$ cat src/rtl/stack_ctrl_if.sv
// Request/response and stack-RAM signals of the stack controller.
// slave is the controller side, master the requester/RAM side.
interface stack_ctrl_if;
    logic        push;
    logic        pop;
    logic [15:0] din;
    logic [15:0] sp;
    logic [15:0] mem_rdata;
    logic        dec;
    logic        inc;
    logic [15:0] mem_addr;
    logic [15:0] mem_wdata;
    logic        mem_we;
    logic        mem_re;
    logic [15:0] dout;
    logic        busy;
    logic        done;
    logic        ovf;
    logic        unf;

    modport slave (
        input  push, pop, din, sp, mem_rdata,
        output dec, inc, mem_addr, mem_wdata, mem_we, mem_re, dout, busy, done, ovf, unf
    );

    modport master (
        output push, pop, din, sp, mem_rdata,
        input  dec, inc, mem_addr, mem_wdata, mem_we, mem_re, dout, busy, done, ovf, unf
    );
endinterface

$ cat src/rtl/stack_ctrl.sv
// Stack push/pop sequencer: writes/reads a stack RAM and pulses SP inc/dec.
// Requests are taken only in IDLE; strobes decode directly from the state.
module stack_ctrl #(
    parameter logic [15:0] SP_TOP   = 16'h01FF,
    parameter logic [15:0] SP_LIMIT = 16'h0000
) (
    input logic        clk,
    input logic        rst,
    stack_ctrl_if.slave bus
);
    localparam int DATA_W = 16;

    typedef enum logic [2:0] {IDLE, PUSH_WR, POP_RD, POP_CAP, DONE} state_t;

    state_t              state_q, state_d;
    logic [DATA_W-1:0]   sp_q, sp_d;
    logic [DATA_W-1:0]   d_q, d_d;
    logic [DATA_W-1:0]   dout_q, dout_d;
    logic                ovf_q, ovf_d;
    logic                unf_q, unf_d;

    always_ff @(posedge clk) begin
        if (!rst) begin
            state_q <= IDLE;
            sp_q    <= '0;
            d_q     <= '0;
            dout_q  <= '0;
            ovf_q   <= 1'b0;
            unf_q   <= 1'b0;
        end else begin
            state_q <= state_d;
            sp_q    <= sp_d;
            d_q     <= d_d;
            dout_q  <= dout_d;
            ovf_q   <= ovf_d;
            unf_q   <= unf_d;
        end
    end

    always_comb begin
        state_d = state_q;
        sp_d    = sp_q;
        d_d     = d_q;
        dout_d  = dout_q;
        ovf_d   = 1'b0;
        unf_d   = 1'b0;
        case (state_q)
            IDLE: begin
                // Simultaneous push and pop is treated as no request at all.
                if (bus.push && !bus.pop) begin
                    if (bus.sp == SP_LIMIT) begin
                        ovf_d = 1'b1;
                    end else begin
                        sp_d    = bus.sp;
                        d_d     = bus.din;
                        state_d = PUSH_WR;
                    end
                end else if (bus.pop && !bus.push) begin
                    if (bus.sp == SP_TOP) begin
                        unf_d = 1'b1;
                    end else begin
                        sp_d    = bus.sp;
                        state_d = POP_RD;
                    end
                end
            end
            PUSH_WR: state_d = DONE;
            POP_RD:  state_d = POP_CAP;
            POP_CAP: begin
                dout_d  = bus.mem_rdata;
                state_d = DONE;
            end
            DONE:    state_d = IDLE;
            default: state_d = IDLE;
        endcase
    end

    // SP points at the next free slot, so the top element sits at sp_q+1.
    assign bus.mem_addr  = (state_q == POP_RD) ? sp_q + 16'd1 : sp_q;
    assign bus.mem_wdata = d_q;
    assign bus.mem_we    = (state_q == PUSH_WR);
    assign bus.dec       = (state_q == PUSH_WR);
    assign bus.mem_re    = (state_q == POP_RD);
    assign bus.inc       = (state_q == POP_CAP);
    assign bus.done      = (state_q == DONE);
    assign bus.busy      = (state_q != IDLE);
    assign bus.dout      = dout_q;
    assign bus.ovf       = ovf_q;
    assign bus.unf       = unf_q;
endmodule

$ cat src/flat_wrapper.sv
// flat-port wrapper written by rule: the top's interface ports become plain ports
module stack_ctrl_flat 
#(
    parameter logic [15:0] SP_TOP   = 16'h01FF,
    parameter logic [15:0] SP_LIMIT = 16'h0000
)
  (clk, rst, bus_push, bus_pop, bus_din, bus_sp, bus_mem_rdata, bus_dec, bus_inc, bus_mem_addr, bus_mem_wdata, bus_mem_we, bus_mem_re, bus_dout, bus_busy, bus_done, bus_ovf, bus_unf);
  stack_ctrl_if bus_i ();
  input logic clk;
  input logic rst;
  input wire logic [$bits(bus_i.push)-1:0] bus_push;
  input wire logic [$bits(bus_i.pop)-1:0] bus_pop;
  input wire logic [$bits(bus_i.din)-1:0] bus_din;
  input wire logic [$bits(bus_i.sp)-1:0] bus_sp;
  input wire logic [$bits(bus_i.mem_rdata)-1:0] bus_mem_rdata;
  output wire logic [$bits(bus_i.dec)-1:0] bus_dec;
  output wire logic [$bits(bus_i.inc)-1:0] bus_inc;
  output wire logic [$bits(bus_i.mem_addr)-1:0] bus_mem_addr;
  output wire logic [$bits(bus_i.mem_wdata)-1:0] bus_mem_wdata;
  output wire logic [$bits(bus_i.mem_we)-1:0] bus_mem_we;
  output wire logic [$bits(bus_i.mem_re)-1:0] bus_mem_re;
  output wire logic [$bits(bus_i.dout)-1:0] bus_dout;
  output wire logic [$bits(bus_i.busy)-1:0] bus_busy;
  output wire logic [$bits(bus_i.done)-1:0] bus_done;
  output wire logic [$bits(bus_i.ovf)-1:0] bus_ovf;
  output wire logic [$bits(bus_i.unf)-1:0] bus_unf;
  assign bus_i.push = bus_push;
  assign bus_i.pop = bus_pop;
  assign bus_i.din = bus_din;
  assign bus_i.sp = bus_sp;
  assign bus_i.mem_rdata = bus_mem_rdata;
  assign bus_dec = bus_i.dec;
  assign bus_inc = bus_i.inc;
  assign bus_mem_addr = bus_i.mem_addr;
  assign bus_mem_wdata = bus_i.mem_wdata;
  assign bus_mem_we = bus_i.mem_we;
  assign bus_mem_re = bus_i.mem_re;
  assign bus_dout = bus_i.dout;
  assign bus_busy = bus_i.busy;
  assign bus_done = bus_i.done;
  assign bus_ovf = bus_i.ovf;
  assign bus_unf = bus_i.unf;
  stack_ctrl #(.SP_TOP(SP_TOP), .SP_LIMIT(SP_LIMIT)) u_core (.clk(clk), .rst(rst), .bus(bus_i));
endmodule
$ cat config.mk
export PLATFORM = sky130hd
export DESIGN_NAME = stack_ctrl_flat
export DESIGN_NICKNAME = d
export VERILOG_FILES = /design/src/rtl/stack_ctrl_if.sv /design/src/rtl/stack_ctrl.sv /design/src/flat_wrapper.sv
export SDC_FILE = /design/constraint.sdc
export NUM_CORES = 1
export LEC_CHECK = 0
export ABC_AREA = 1
export CAP_MARGIN = 10
export CORE_MARGIN = 8
export CORE_UTILIZATION = 42
export DETAILED_ROUTE_END_ITERATION = 10
export PLACE_DENSITY = 0.89
export SYNTH_ARGS = -nofsm -noshare
export SYNTH_HDL_FRONTEND = slang
export SYNTH_SLANG_ARGS = --single-unit
$ cat constraint.sdc
create_clock -name clk -period 1.8 [get_ports clk]
set_input_delay 0.36 -clock clk [delete_from_list [all_inputs] [get_ports clk]]
set_output_delay 0.36 -clock clk [all_outputs]
set_load 0.05 [all_outputs]
* Yosys cells after proc, flatten, opt, wreduce, memory -nomap -nowiden
Index checks and enable logic that the tools add are counted.
** Word-level totals
- Bits in registers :: 53
- Bits of input ports :: 52
- Output and inout port bits :: 56
- Word-level logic and storage cells :: 47
** Cells by class
- Add/sub/neg operators :: 1
- Equality and inequality tests :: 10
- Multiplexer cells :: 12
- Bitwise logic cells :: 4
- Reduce and logical (&&, ||, !) cells :: 14
** Operators by type and width (number)
- two-way mux 16 bit :: 5
- adder 16 x 1 -> 16 bit, second input constant :: 1
- equality test 16 x 9 -> 1 bit, second input constant :: 1
- zero test 16 bit :: 1
- two-way mux 3 bit :: 4
- case mux 3 bit (3 select lines) :: 1
- AND reduction 3 bit :: 3
- equality test 3 x 2 -> 1 bit, second input constant :: 2
- NOT 1 bit :: 4
- AND reduction 4 bit :: 1
- OR reduction 4 bit :: 1
- equality test 3 x 1 -> 1 bit, second input constant :: 1
- equality test 3 bit, second input constant :: 1
- zero test 3 bit :: 1
- != test 3 x 1 -> 1 bit, second input constant :: 1
- != test 3 x 2 -> 1 bit, second input constant :: 1
- != test 3 bit, second input constant :: 1
- nonzero test 3 bit :: 1
- logical AND 1 bit :: 2
- zero test 1 bit :: 2
- two-way mux 1 bit :: 2
- != test 2 x 1 -> 1 bit, second input constant :: 1
- != test 2 bit, second input constant :: 1
- nonzero test 2 bit :: 1
- OR reduction 2 bit :: 1

* Longest topological paths before layout
- Depth after elaboration :: 5
- Depth in mapped cells :: 11
- Mapped depth without buffers :: 10

* Worst setup path before layout
OpenSTA, ideal clock, no wires.
- Path kind :: register to output
- Start point :: register u_core.state_q[2]
- End point :: output bus_mem_addr[2]
- Arrival time :: 1913 ps
- Data required time :: 1440 ps
- Slack :: -473 ps
- Stages on the path, launching flop included :: 6
- Path buffers :: 0
- Cells stage by stage :: dfxtp_1 -> nor2_2 -> nand2_2 -> inv_1 -> nand2_1 -> xnor2_1
** On the way
- Longest elaborated chain between the ends :: 2
** Ends and longest elaborated chain
- start: declaration :: line stack_ctrl.sv:15 : state_t state_q, state_d;
- start signal: assignment :: line stack_ctrl.sv:31 : state_q <= state_d;
- equality test 3 x 2 -> 1 bit
- via bus_mem_re :: line flat_wrapper.sv:21 : output wire logic [$bits(bus_i.mem_re)-1:0] bus_mem_re;
- two-way mux 16 bit :: line stack_ctrl.sv:79 : assign bus.mem_addr = (state_q == POP_RD) ? sp_q + 16'd1 : sp_q;
- end: declaration :: line flat_wrapper.sv:18 : output wire logic [$bits(bus_i.mem_addr)-1:0] bus_mem_addr;
The timed path passes the listed nets, and every way through them passes these cells.

* Worst setup path after layout
- Start point :: register u_core.sp_q[0]
- End point :: output bus_mem_addr[10]
** On the way
- Longest elaborated chain between the ends :: 2
** Ends and longest elaborated chain
- start: declaration :: line stack_ctrl.sv:16 : logic [DATA_W-1:0] sp_q, sp_d;
- start signal: assignment :: line stack_ctrl.sv:32 : sp_q <= sp_d;
- adder 16 x 1 -> 16 bit :: line stack_ctrl.sv:79
- two-way mux 16 bit :: line stack_ctrl.sv:79
Every way passes these cells.

==> impl_results.md <==
* Max Root-Sink Buffers at 2
* CP Data Arrival Time at 1.84 ns
* Worst path max stage delay at 0.39 ns
* Final antenna-violating net count at 0
* DR DRC count at 0
* Synth warnings at 0
* Initial drt markers at 101
* Util after Layout at 78.0%
* Vias/cell at 4.81
* Initial Utilization at 43.0%
* Port Buffers at 107
* Min Hold Slack at 0.445 ns
* Seq/Total Area, Yosys at 42.1%
* Synth area leaders: dfxtp_1 42%, nor2_1 11%, inv_1 8.3%, a21oi_1 6.8%, nand2_1 6.4%
* Clock slew seen by the registers of the worst setup and hold paths at 0.11 ns
* Lkg Pwr at 2.08 nW
* Placed Instances at 565
* Fillers at 387
* Cts bufs inserted at 5
* Final WS setup at -0.398 ns
* Seq cells post-synth at 53
* Root Buffer: clkbuf_8
* Slew headroom at 67.5%
* CTS tree: done
* Synth Instances at 370
* Kind of critical path: reg2out
* Setup Skew at 0.0107 ns
* Core Region at 5850 µm²
* Fraction of layout cells with a size suffix above 1 at 31.5%
* Netlist cell types at 24
* Layout area overhead at 81.4%
* Most common cell after layout, fill and taps aside: buf_4
* CP Buf/Inv Count at 2
* Largest net degree at the start of global routing at 33
* Hold path depth at 2
* Status: complete, but fails checks
* Die ar. at 8730 µm²
* DRT Pass-1 Iters at 4
* Setup TNS at -4.15 ns
* Max VDD drop at 0.507 mV
* Final slew viol count at 0
* Max cap viols at 0
* Syn nets at 423
* Power density over the cells at 797 nW/µm²
* Fmax at 455 MHz
* # hold bufs at CTS at 0
* Placer Congestion at 0.784
* Fin. Hold Viols at 0
* Tot GR Track Use at 17.4%
* DP Wirelength at 5870 µm
* Stages on the worst setup path at 8
* Chip height at 93.4 µm
* CP max-delay cell: dfxtp_4
* Final critical-path required period at 2.20 ns
* Non-filler cells, final at 589
* WL final at 8140 µm
* Min-Delay Path Class: reg2reg
* # clock sinks at 53
* Design Area, Final at 4570 µm²
* Top cell type's share of synthesized area at 42.1%
* Vias in the first global route at 2832
* Most Frequent Cell on Critical Path: nor2_4
* WL/cell at 13.8 µm
* Post-placement setup slack at -0.214 ns
* Mapped Area at 2520 µm²
* Failing checks: negative setup slack
* Initial antenna violation count at 0
* Synth area leader: dfxtp_1
* Footprint of the multi-input gates at 1450 µm²
* Post-DP Area at 4140 µm²
* Top delay family on crit path: simple AND/OR/NAND/NOR gates
* Final period util at 122%
* Unrepaired setup endpoints after global routing: yes
* Setup crit start kind: flop
* Die Wd at 93.4 µm
* Power Total at 3.64 mW
* First-pass GRT wire length at 12600 µm
* Most frequent cells in the layout: 69 x buf_4, 68 x nor2_1, 53 x inv_1
* Worst Reg-to-Reg Cells at 11
* Row count at 28
* H-tree levels at 2
* Total gr overflow at 0
* Reg area at 1070 µm²
* Vias post-DR at 2836
* Critical path cell sequence: ha_4, nand2_4, nor2_4, nand4_1, buf_4, nor2_4, xor2_4, buf_12
* Mean Syn Cell Area at 6.80 µm²
* Crit. End Element: output port
* Worst-Margin Slew at 0.486 ns
* NumNets Final at 566
* Required @ worst endpoint at 1.44 ns
* Antenna Cells at 0
* Clock Latency Late Sink at 0.31 ns
* Critical-path maximum fanout at 4
* # setup viols final at 18
* Boundary Pins at 108
-- report_power, final --
part,total (mW),switching (mW),internal (mW),leakage [nW]
registers,1.35,0.0787,1.28,0.436
logic,1.58,0.875,0.700,1.60
clock network,0.708,0.395,0.313,0.0512
-- registers in the layout, indices dropped and copies added (netlist names) --
signal,cells
u_core.bus.dout,16
u_core.bus.mem_wdata,16
u_core.bus.ovf,1
u_core.bus.unf,1
u_core.sp_q,16
u_core.state_q,3
-- synth_stat cells, drive strengths merged --
library cell / n
nor2: 83
nor3: 3
nand2: 45
a31oi: 1
xor2: 5
clkbuf: 7
dfxtp: 53
inv: 57
o211ai: 2
buf: 11
nand4: 4
ha: 1
a21oi: 34
o21ai: 32
nor4: 4
xnor2: 7
nand3: 21
-- tightest hold or removal path, stage by stage (launching register included) --
cell and delay (ns):
dfxtp_1 0.32, inv_1 0.05, a21oi_1 0.05
-- cell families after synthesis --
| family | Yosys count | synth area share, % |
|---|---|---|
| AO/OA/AOI/OAI | 69 | 14.0 |
| XOR/XNOR | 12 | 4.17 |
| adder cells (fa/ha/maj) | 1 | 0.497 |
| buffers and inverters | 75 | 11.8 |
| flip-flops | 53 | 42.1 |
| AND/OR/NAND/NOR | 160 | 27.4 |
-- path summary, 6_finish.rpt --
check                                             start                  endpoint  slack, ns
worst max-delay path                     u_core.sp_q[0]          bus_mem_addr[10]      -0.40
worst min-delay path            u_core.bus.mem_wdata[7]   u_core.bus.mem_wdata[7]       0.44
worst max register to register        u_core.state_q[2]  u_core.bus.mem_wdata[15]       0.06
worst min register to register  u_core.bus.mem_wdata[7]   u_core.bus.mem_wdata[7]       0.44
-- per-layer routing --
metal	GRT usage [%]	vias up	share of wire [%]
li1	-	1440	-
met1	18.0	1296	37
met2	31.8	82	55
met3	5.85	18	6.2
met4	6.04	0	2.3
met5	0	-	0
-- final cells by class --
cell class / count / share of cell area (%)
clock inverters: 2 / 0.301
repair buffers: 154 / 35.7
well taps: 75 / 2.06
multi-input cells: 242 / 31.8
flip-flops and latches: 53 / 23.5
inverters: 57 / 4.85
clock buffers: 6 / 1.81
-- timing repair --
action | in CTS | in global routing
setup buffers | 5 | 12
setup endpoints to repair | 16 | 36
resized for setup | 27 | 28
pin swaps | 7 | 10
(Power assumes the default switching activity.)
